===== src/rtl/grant_decoder_3to8_pkg.sv =====
// Shared types and constants for the request/grant path.
// Index width, grant width, FSM states and index-to-one-hot helper.
package grant_decoder_3to8_pkg;

  localparam int N_OUT  = 8;
  localparam int CODE_W = 3;

  typedef logic [0:0] state_t;

  localparam state_t IDLE  = 1'b0;
  localparam state_t GRANT = 1'b1;

  function automatic logic [N_OUT-1:0] onehot_from_index(
    input logic [CODE_W-1:0] idx
  );
    logic [N_OUT-1:0] oh;
    oh      = '0;
    oh[idx] = 1'b1;
    return oh;
  endfunction

endpackage


===== src/rtl/grant_decoder_3to8_if.sv =====
// Index handshake plus grant/ack bundle between the
// encoder side (master) and the grant decoder (slave).
interface grant_decoder_3to8_if;
  import grant_decoder_3to8_pkg::*;

  logic [CODE_W-1:0] din;
  logic              din_valid;
  logic              din_ready;
  logic [N_OUT-1:0]  dout;
  logic              grant_valid;
  logic [N_OUT-1:0]  ack;
  logic              done;
  logic              timeout;
  logic              busy;

  modport master (
    output din,
    output din_valid,
    output ack,
    input  din_ready,
    input  dout,
    input  grant_valid,
    input  done,
    input  timeout,
    input  busy
  );

  modport slave (
    input  din,
    input  din_valid,
    input  ack,
    output din_ready,
    output dout,
    output grant_valid,
    output done,
    output timeout,
    output busy
  );

endinterface


===== src/rtl/grant_decoder_3to8_timer.sv =====
// Saturating grant-age counter; expire flags the last
// permitted cycle of a grant.
module grant_timer #(
  parameter int W     = 4,
  parameter int LIMIT = 15
) (
  input  logic clk,
  input  logic rst,
  input  logic clr,
  input  logic en,
  output logic expire
);

  localparam logic [W-1:0] LAST = W'(LIMIT - 1);

  logic [W-1:0] cnt;

  assign expire = en & (cnt == LAST);

  // Holds at LAST so it can never wrap.
  always_ff @(posedge clk or posedge rst) begin
    if (rst) begin
      cnt <= '0;
    end else if (clr) begin
      cnt <= '0;
    end else if (en && cnt != LAST) begin
      cnt <= cnt + 1'b1;
    end
  end

endmodule


===== src/rtl/grant_decoder_3to8.sv =====
// 3-to-8 grant decoder: holds a one-hot grant until the
// selected requester acks or the grant ages out.
module grant_decoder_3to8
  import grant_decoder_3to8_pkg::*;
#(
  parameter int TIMEOUT = 15,
  parameter int TO_W    = 4
) (
  input logic                   clk,
  input logic                   rst,
  grant_decoder_3to8_if.slave   bus
);

  state_t            state;
  logic [CODE_W-1:0] code;
  logic [N_OUT-1:0]  grant;
  logic              done_q;
  logic              timeout_q;
  logic              accept;
  logic              hit;
  logic              expire;

  assign bus.din_ready   = (state == IDLE) & ~rst;
  assign accept          = bus.din_valid & bus.din_ready;
  assign hit             = (state == GRANT) & bus.ack[code];

  assign bus.dout        = grant;
  assign bus.grant_valid = |grant;
  assign bus.busy        = |grant;
  assign bus.done        = done_q;
  assign bus.timeout     = timeout_q;

  grant_timer #(
    .W     (TO_W),
    .LIMIT (TIMEOUT)
  ) u_timer (
    .clk    (clk),
    .rst    (rst),
    .clr    (accept),
    .en     ((state == GRANT) & ~hit),
    .expire (expire)
  );

  // Ack is checked before expiry so a last-cycle ack still completes.
  always_ff @(posedge clk or posedge rst) begin
    if (rst) begin
      state     <= IDLE;
      code      <= '0;
      grant     <= '0;
      done_q    <= 1'b0;
      timeout_q <= 1'b0;
    end else begin
      done_q    <= 1'b0;
      timeout_q <= 1'b0;
      unique case (1'b1)
        (state == IDLE): begin
          if (accept) begin
            code  <= bus.din;
            grant <= onehot_from_index(bus.din);
            state <= GRANT;
          end
        end
        (state == GRANT): begin
          if (hit) begin
            grant  <= '0;
            done_q <= 1'b1;
            state  <= IDLE;
          end else if (expire) begin
            grant     <= '0;
            timeout_q <= 1'b1;
            state     <= IDLE;
          end
        end
        default: begin
          grant <= '0;
          state <= IDLE;
        end
      endcase
    end
  end

endmodule

===== src/flat_wrapper.sv =====
// flat-port wrapper written by rule: the top's interface ports become plain ports
module grant_decoder_3to8_flat import grant_decoder_3to8_pkg::*;
#(
  parameter int TIMEOUT = 15,
  parameter int TO_W    = 4
)
  (clk, rst, bus_din, bus_din_valid, bus_ack, bus_din_ready, bus_dout, bus_grant_valid, bus_done, bus_timeout, bus_busy);
  grant_decoder_3to8_if bus_i ();
  input logic clk;
  input logic rst;
  input wire logic [$bits(bus_i.din)-1:0] bus_din;
  input wire logic [$bits(bus_i.din_valid)-1:0] bus_din_valid;
  input wire logic [$bits(bus_i.ack)-1:0] bus_ack;
  output wire logic [$bits(bus_i.din_ready)-1:0] bus_din_ready;
  output wire logic [$bits(bus_i.dout)-1:0] bus_dout;
  output wire logic [$bits(bus_i.grant_valid)-1:0] bus_grant_valid;
  output wire logic [$bits(bus_i.done)-1:0] bus_done;
  output wire logic [$bits(bus_i.timeout)-1:0] bus_timeout;
  output wire logic [$bits(bus_i.busy)-1:0] bus_busy;
  assign bus_i.din = bus_din;
  assign bus_i.din_valid = bus_din_valid;
  assign bus_i.ack = bus_ack;
  assign bus_din_ready = bus_i.din_ready;
  assign bus_dout = bus_i.dout;
  assign bus_grant_valid = bus_i.grant_valid;
  assign bus_done = bus_i.done;
  assign bus_timeout = bus_i.timeout;
  assign bus_busy = bus_i.busy;
  grant_decoder_3to8 #(.TIMEOUT(TIMEOUT), .TO_W(TO_W)) u_core (.clk(clk), .rst(rst), .bus(bus_i));
endmodule

===== config.mk =====
export PLATFORM = sky130hd
export DESIGN_NAME = grant_decoder_3to8_flat
export DESIGN_NICKNAME = d
export VERILOG_FILES = /design/src/rtl/grant_decoder_3to8_pkg.sv /design/src/rtl/grant_decoder_3to8_if.sv /design/src/rtl/grant_decoder_3to8_timer.sv /design/src/rtl/grant_decoder_3to8.sv /design/src/flat_wrapper.sv
export SDC_FILE = /design/constraint.sdc
export NUM_CORES = 1
export LEC_CHECK = 0
export CAP_MARGIN = 10
export CORE_AREA = 2 2 52 54
export CTS_BUF_LIST = sky130_fd_sc_hd__clkbuf_16
export DETAILED_ROUTE_END_ITERATION = 12
export DIE_AREA = 0 0 54 56
export PLACE_DENSITY = 0.72
export RECOVER_POWER = 100
export SLEW_MARGIN = 5
export SYNTH_ARGS = -nofsm -noshare
export SYNTH_HDL_FRONTEND = slang
export SYNTH_HIERARCHICAL = 1
export SYNTH_SLANG_ARGS = --single-unit

===== constraint.sdc =====
create_clock -name clk -period 3.3 [get_ports clk]
set_input_delay 0.495 -clock clk [delete_from_list [all_inputs] [get_ports clk]]
set_output_delay 0.495 -clock clk [all_outputs]
set_load 0.01 [all_outputs]

==> results of run 1 <==
==> power breakdown <==
part	total [mW]	switching [mW]	internal, mW
Clock	0.242	0.0812	0.161
Sequential	0.349	0.0713	0.278
Combinational	0.359	0.186	0.173
Total	0.951	0.339	0.612
==> synthesized netlist by cell type, types with 3 or more instances <==
library cell  number
inv_1             13
buf_6              3
o21ai_1            3
o21ai_0            3
nand2b_1           3
nor3_1             6
nor4_1             3
nand2_1           12
a31oi_1            3
a21oi_1            5
dfrtp_1           18
nor2_1             6
==> critical path, cell delays in order <==
cell and delay [ns]:
dlygate4sd3_1 0.53, mux2_1 0.28, o22ai_1 0.30, nor2_1 0.12, nor2_1 0.33, and4_2 0.29
nor2_1 0.05, o21ai_2 0.16, o21ai_0 0.15
==> how the worst min path moves through the flow <==
stage	from	endpoint	depth (start not counted)
2_1_floorplan	rst	u_core/u_timer/cnt[0]	1
3_3_place_gp	u_core/code[2]	u_core/code[2]	2
3_5_place_dp	u_core/code[2]	u_core/code[2]	2
4_1_cts	rst	u_core/u_timer/cnt[0]	2
5_1_grt	u_core/code[2]	u_core/code[2]	2
6_report	u_core/code[2]	u_core/code[2]	2
==> sequential cells by signal, summed over array words and instances, names as in the netlist <==
signal / flops
u_core/code: 3
u_core/u_timer/cnt: 4
u_core/bus.timeout: 1
u_core/bus.done: 1
u_core/bus.dout: 8
u_core/state: 1
==> logic make-up after synthesis <==
family / Yosys count / synth area share [%]
compound gates: 25 / 17.8
fa+ha+maj: 2 / 2.37
buf+inv: 19 / 10.6
flops: 18 / 42.8
mux: 4 / 4.39
simple gates: 42 / 22.1
==> metrics by stage <==
| stage | cells | area (um^2) |
|---|---|---|
| detailed placement | 161 | 1310 |
| floorplan | 110 | 1050 |
| CTS | 165 | 1380 |
| global route | 165 | 1340 |
| finish | 165 | 1340 |
| global placement | 161 | 1310 |
==> per-layer routing <==
layer,share of wire (%),up-vias,global-route usage [%]
li1,-,437,-
met1,45,440,21.5
met2,50,20,32.8
met3,4.2,4,5.65
met4,1.0,0,4.64
met5,0,-,0
==> area by class of cell <==
class                   count  area share [%]
clock inverters             1           0.279
well taps                  30            2.79
inverters                  14            4.00
multi-input cells          73            34.5
repair buffers             26            19.4
clock buffers               3            5.59
flip-flops and latches     18            33.5
==> metrics.md, run 1 <==
| Metric | Value |
|---|---|
| Synthesized area | `1050 um^2` |
| Final Cycle Share | `78.3%` |
| Synthesis-stage register bit count | `18` |
| CP startpoint kind | `input pin` |
| Clock Sink Count | `18` |
| CTS buffer count | `3` |
| Setup Skew | `~0.0033 ns` |
| GRT overflow | `0` |
| Total power | `951 uW` |
| Setup TNS | `0 ns` |
| Top Ports | `27` |
| Post-synth EDFFs | `0` |
| Routed Antenna Nets | `0` |
| CP required | `approximately 3.4 ns` |
| Pleak | `~0.59 nW` |
| WS Path Type | `in2reg` |
| Reg2reg setup slack | `around 0.97 ns` |
| Vias in the first global route | `970` |
| Post-synth cell types | `39` |
| Syn avg cell area | `between 9 and 10 um^2` |
| 1st-pass router iterations | `4` |
| Crit. End Element | `flop` |
| Later-pin clock latency in the skew report | `0.25 ns` |
| Layout area overhead | `27.6%` |
| DIE WIDTH | `54 um` |
| Routability cong. | `between 0.8 and 0.9` |
| Worst-path clk slew | `about 0.050 ns` |
| Post-synth top flop | `dfrtp_1` |
| First-pass GRT wire length | `about 4.2 mm` |
| Initial antenna violation count | `0` |
| Final Slew Violations | `0` |
| Ratio of cells with drive above 1 in the final layout | `between 8 and 9%` |
| Synth warnings | `6` |
| Synth Instances | `110` |
| Clk buf depth | `2` |
| Maximum clock frequency | `about 390 MHz` |
| Pre-CTS WS | `between 0.6 and 0.7 ns` |
| Slew Limit Headroom | `a little over three fifths` |
| Vias | `about 900` |
| Post-Route Utilization | `a little under three fifths` |
| Area of the multi-input gates | `about 460 um^2` |
| Unrepaired setup endpoints after global routing | `false` |
| Reg2reg path depth | `8` |
| Cts hold-fix bufs | `0` |
| Asr flop ratio synth | `100%` |
| Most common cell after layout, fill and taps aside | `dfrtp_1` |
| Yosys top cell area share | `42.8%` |
| Commonest non-fill, non-tap cells in the layout | `dfrtp_1 (18), dlygate4sd3_1 (15), inv_1 (13)` |
| Average routed wire per standard cell | `approximately 15 um` |
| Final Worst Setup Slack | `0.716 ns` |
| Cts repair resizes | `0` |
| Reg area | `about 450 um^2` |
| # diodes | `0` |
| Slew @ Worst Pin | `roughly 0.56 ns` |
| Sequential area share after synthesis | `42.8%` |
| Starting Density | `between 40 and 50%` |
| Max FO, Critical Path | `9` |
| Die Y | `between 50 and 60 um` |
| R2R Path End | `u_core/bus.dout[7]` |
| Final nets | `152` |
| Yosys top cell by area | `dfrtp_1` |
| FILL cells | `roughly 240` |
| Crit path time final | `~2.6 ns` |
| H-tree levels | `1` |
| Core area | `between 2000 and 2500 um^2` |
| Largest net degree at the start of global routing | `16` |
| Timing endpoint of the critical path | `u_core/bus.dout[7]` |
| Total global-route track usage | `18.7%` |
| Die footprint | `just over 3000 um^2` |
| CTS tree | `done` |
| FF-to-FF Start | `u_core/code[0]` |
| Number of core rows | `18` |
| Hold Path Class | `reg2reg` |
| Crit. Startpoint | `bus_ack[2]` |
| Avg Vias per Cell | `~5.5` |
| # DRC | `0` |
| Drt total wl | `between 2 and 2.5 mm` |
| VDD IR-drop max | `roughly 0.41 mV` |
| Maxcap violations | `0` |
| Final Hold Violating Endpoints | `0` |
| CTS root buf | `clkbuf_16` |
| Area contributors post-synth | `dfrtp_1 (43%), inv_1 (4.6%), nand2_1 (4.3%), buf_6 (3.2%), nor3_1 (2.9%)` |
| Buffers on Ports | `26` |
| Post-CTS setup buffer count | `0` |
| Synth Net Count | `around 130` |
| Drt first-iter violations | `22` |
| Total power per unit cell area | `roughly 710 nW/um^2` |
| Critical Path AT | `roughly 2.7 ns` |
| Outcome | `finished, final reports clean` |
| Fin Hold WS | `approximately 0.56 ns` |
| Final HPWL from detailed placement | `1.75 mm` |
| Setup violators final | `0` |
Power figures use the tool's default switching activity.
==> inputs of run 2 (changes only) <==
==> constraint.sdc (replaced) <==
create_clock -name clk -period 2.7 [get_ports clk]
set_input_delay 0.405 -clock clk [delete_from_list [all_inputs] [get_ports clk]]
set_output_delay 0.405 -clock clk [all_outputs]
set_load 0.01 [all_outputs]
==> metrics.md, run 2 (synthesis gave the netlist of run 1 again) <==
| Metric | Value |
|---|---|
| Outcome | `finished, final reports clean (unchanged)` |
| R2R Path End | `u_core/u_timer/cnt[3] (was u_core/bus.dout[7])` |
| HP Start | `u_core/code[2] (unchanged)` |
| Buffers on Ports | `26 (unchanged)` |
| Crit path time final | `around 2.2 ns` |
| Ratio of cells with drive above 1 in the final layout | `9.63% (was 8.89%)` |
| Logic pwr share | `39.0% (was 37.8%)` |
| Clk buf depth | `2 (unchanged)` |
| Setup Skew | `0.00229 ns (was 0.00331 ns)` |
| # diodes | `0 (unchanged)` |
| Avg Vias per Cell | `5.46 (unchanged)` |
| CP startpoint kind | `input pin (unchanged)` |
| CTS root buf | `clkbuf_16 (unchanged)` |
| Pleak | `0.602 nW (was 0.592 nW)` |
| 1st-pass router iterations | `4 (unchanged)` |
| Commonest non-fill, non-tap cells in the layout | `dfrtp_1 (18), dlygate4sd3_1 (14), inv_1 (13) (was dfrtp_1 (18), dlygate4sd3_1 (15), inv_1 (13))` |
| Core area | `2430 um^2 (unchanged)` |
| Clock Sink Count | `18 (unchanged)` |
| Total power per unit cell area | `850 nW/um^2 (was 707 nW/um^2)` |
| Top Ports | `27 (unchanged)` |
| Post-Route Utilization | `56.0% (was 55.2%)` |
| CTS buffer count | `3 (unchanged)` |
| WS Path Type | `in2reg (unchanged)` |
| Slew @ Worst Pin | `0.644 ns (was 0.558 ns)` |
| GRT overflow | `0 (unchanged)` |
| Setup violators final | `0 (unchanged)` |
| Final Cycle Share | `between 70% and 80%` |
| Routability cong. | `0.768 (was 0.810)` |
| Reg power frac | `36.7% (about the same)` |
| Most common cell after layout, fill and taps aside | `dfrtp_1 (unchanged)` |
| Pre-CTS WS | `0.412 ns (was 0.694 ns)` |
| H-tree levels | `1 (unchanged)` |
| Cts repair resizes | `0 (unchanged)` |
| Die footprint | `3020 um^2 (unchanged)` |
| Hold Path Class | `reg2reg (unchanged)` |
| Hold path endpoint | `u_core/code[2] (unchanged)` |
| Final Hold Violating Endpoints | `0 (unchanged)` |
| Cts hold-fix bufs | `0 (unchanged)` |
| FILL cells | `233 (was 244)` |
| Hold Path Depth | `2 (unchanged)` |
| Number of flip-flops in the largest register | `8 (unchanged)` |
| Vias in the first global route | `922 (was 970)` |
| Die Y | `56 um (unchanged)` |
| Routed Antenna Nets | `0 (unchanged)` |
| Switching part of the total | `35.0% (was 35.6%)` |
| Final Slew Violations | `0 (unchanged)` |
| Critical Path AT | `2.29 ns (was 2.70 ns)` |
| Maxcap violations | `0 (unchanged)` |
| Largest net degree at the start of global routing | `16 (unchanged)` |
| Post-CTS setup buffer count | `0 (unchanged)` |
| Clock Power Share | `24.3% (was 25.5%)` |
| Layout area overhead | `29.2% (was 27.6%)` |
| Slew Limit Headroom | `57.1% (was 62.8%)` |
| Unrepaired setup endpoints after global routing | `false (unchanged)` |
| Drt first-iter violations | `38 (was 22)` |
| Reg2reg path depth | `7 (was 8)` |
| First-pass GRT wire length | `3.84 mm (was 4.22 mm)` |
| Psw | `405 uW (was 339 uW)` |
| # DRC | `0 (unchanged)` |
| CTS tree | `done (unchanged)` |
| Setup TNS | `0 ns (unchanged)` |
| Drt total wl | `2.27 mm (was 2.46 mm)` |
| Starting Density | `43.3% (unchanged)` |
| Final HPWL from detailed placement | `1.76 mm (was 1.75 mm)` |
| FF-to-FF Start | `u_core/code[0] (unchanged)` |
| Final Worst Setup Slack | `0.548 ns (was 0.716 ns)` |
| Crit. End Element | `flop (unchanged)` |
| Average routed wire per standard cell | `13.8 um (was 14.9 um)` |
| Max FO, Critical Path | `6 (was 9)` |
| Total power | `1.16 mW (was 951 uW)` |
| Worst-path clk slew | `0.05 ns (about the same)` |
| Internal | `753 uW (was 612 uW)` |
| VDD IR-drop max | `0.416 mV (was 0.410 mV)` |
| CP required | `2.84 ns (was 3.41 ns)` |
| Total global-route track usage | `16.7% (was 18.7%)` |
| Final nets | `153 (was 152)` |
| Reg2reg setup slack | `0.56 ns (was 0.97 ns)` |
| Maximum clock frequency | `465 MHz` |
| DIE WIDTH | `54 um (unchanged)` |
| Initial antenna violation count | `0 (unchanged)` |
| Later-pin clock latency in the skew report | `0.24 ns (was 0.25 ns)` |
| Vias | `901 (unchanged)` |
| Number of core rows | `18 (unchanged)` |
-- run 2: worst max-delay path by stage --
stage / to / slack [ns] / start
global route: u_core/bus.dout[7] / 0.39 / u_core/code[0]
finish: u_core/u_timer/cnt[3] / 0.55 / bus_ack[2]
floorplan: u_core/bus.dout[0] / 0.71 / u_core/code[0]
global placement: u_core/bus.dout[3] / 0.42 / bus_ack[2]
detailed placement: u_core/bus.dout[6] / 0.41 / bus_ack[2]
CTS: u_core/bus.dout[3] / 0.65 / bus_ack[2]
-- run 2: power groups by stage --
stage / sequential, mW / clock (mW) / combinational [mW]
after floorplan: 0.409 / 0 / 0.351
after global placement: 0.429 / 0 / 0.497
after detailed placement: 0.432 / 0 / 0.509
after CTS: 0.428 / 0.291 / 0.512
after global routing: 0.441 / 0.301 / 0.503
final: 0.425 / 0.282 / 0.451
-- run 2: area by class of cell --
| type | instances | area [um^2] | share of cell area (%) |
|---|---|---|---|
| Multi-Input combinational cell | 73 | 469 | 34.5 |
| Clock buffer | 3 | 75.1 | 5.51 |
| Sequential cell | 18 | 450 | 33.1 |
| Timing Repair Buffer | 27 | 264 | 19.4 |
| Inverter | 14 | 65.1 | 4.78 |
| Tap cell | 30 | 37.5 | 2.76 |
-- run 2: worst max-delay path: stages --
cell and delay (ns):
clkdlybuf4s50_1 0.39, mux2_4 0.26, o22ai_1 0.30, nor2_1 0.11, nor2_1 0.13, clkbuf_1 0.25, nand4_1 0.16, a211oi_1 0.28
-- run 2: through the flow --
step | cells | hold slack [ns] | cell area, um^2
floorplan | 110 | 0.171 | 1050
global placement | 162 | 0.535 | 1310
detailed placement | 162 | 0.537 | 1310
CTS | 165 | 0.453 | 1390
global route | 165 | 0.591 | 1360
finish | 165 | 0.543 | 1360
-- run 2: per-layer routing --
metal  GRT usage (%)  wire length (um)
met4            3.93                10
met2            29.6              1180
met1            20.6               984
met3            2.42               100
met5               0                 0
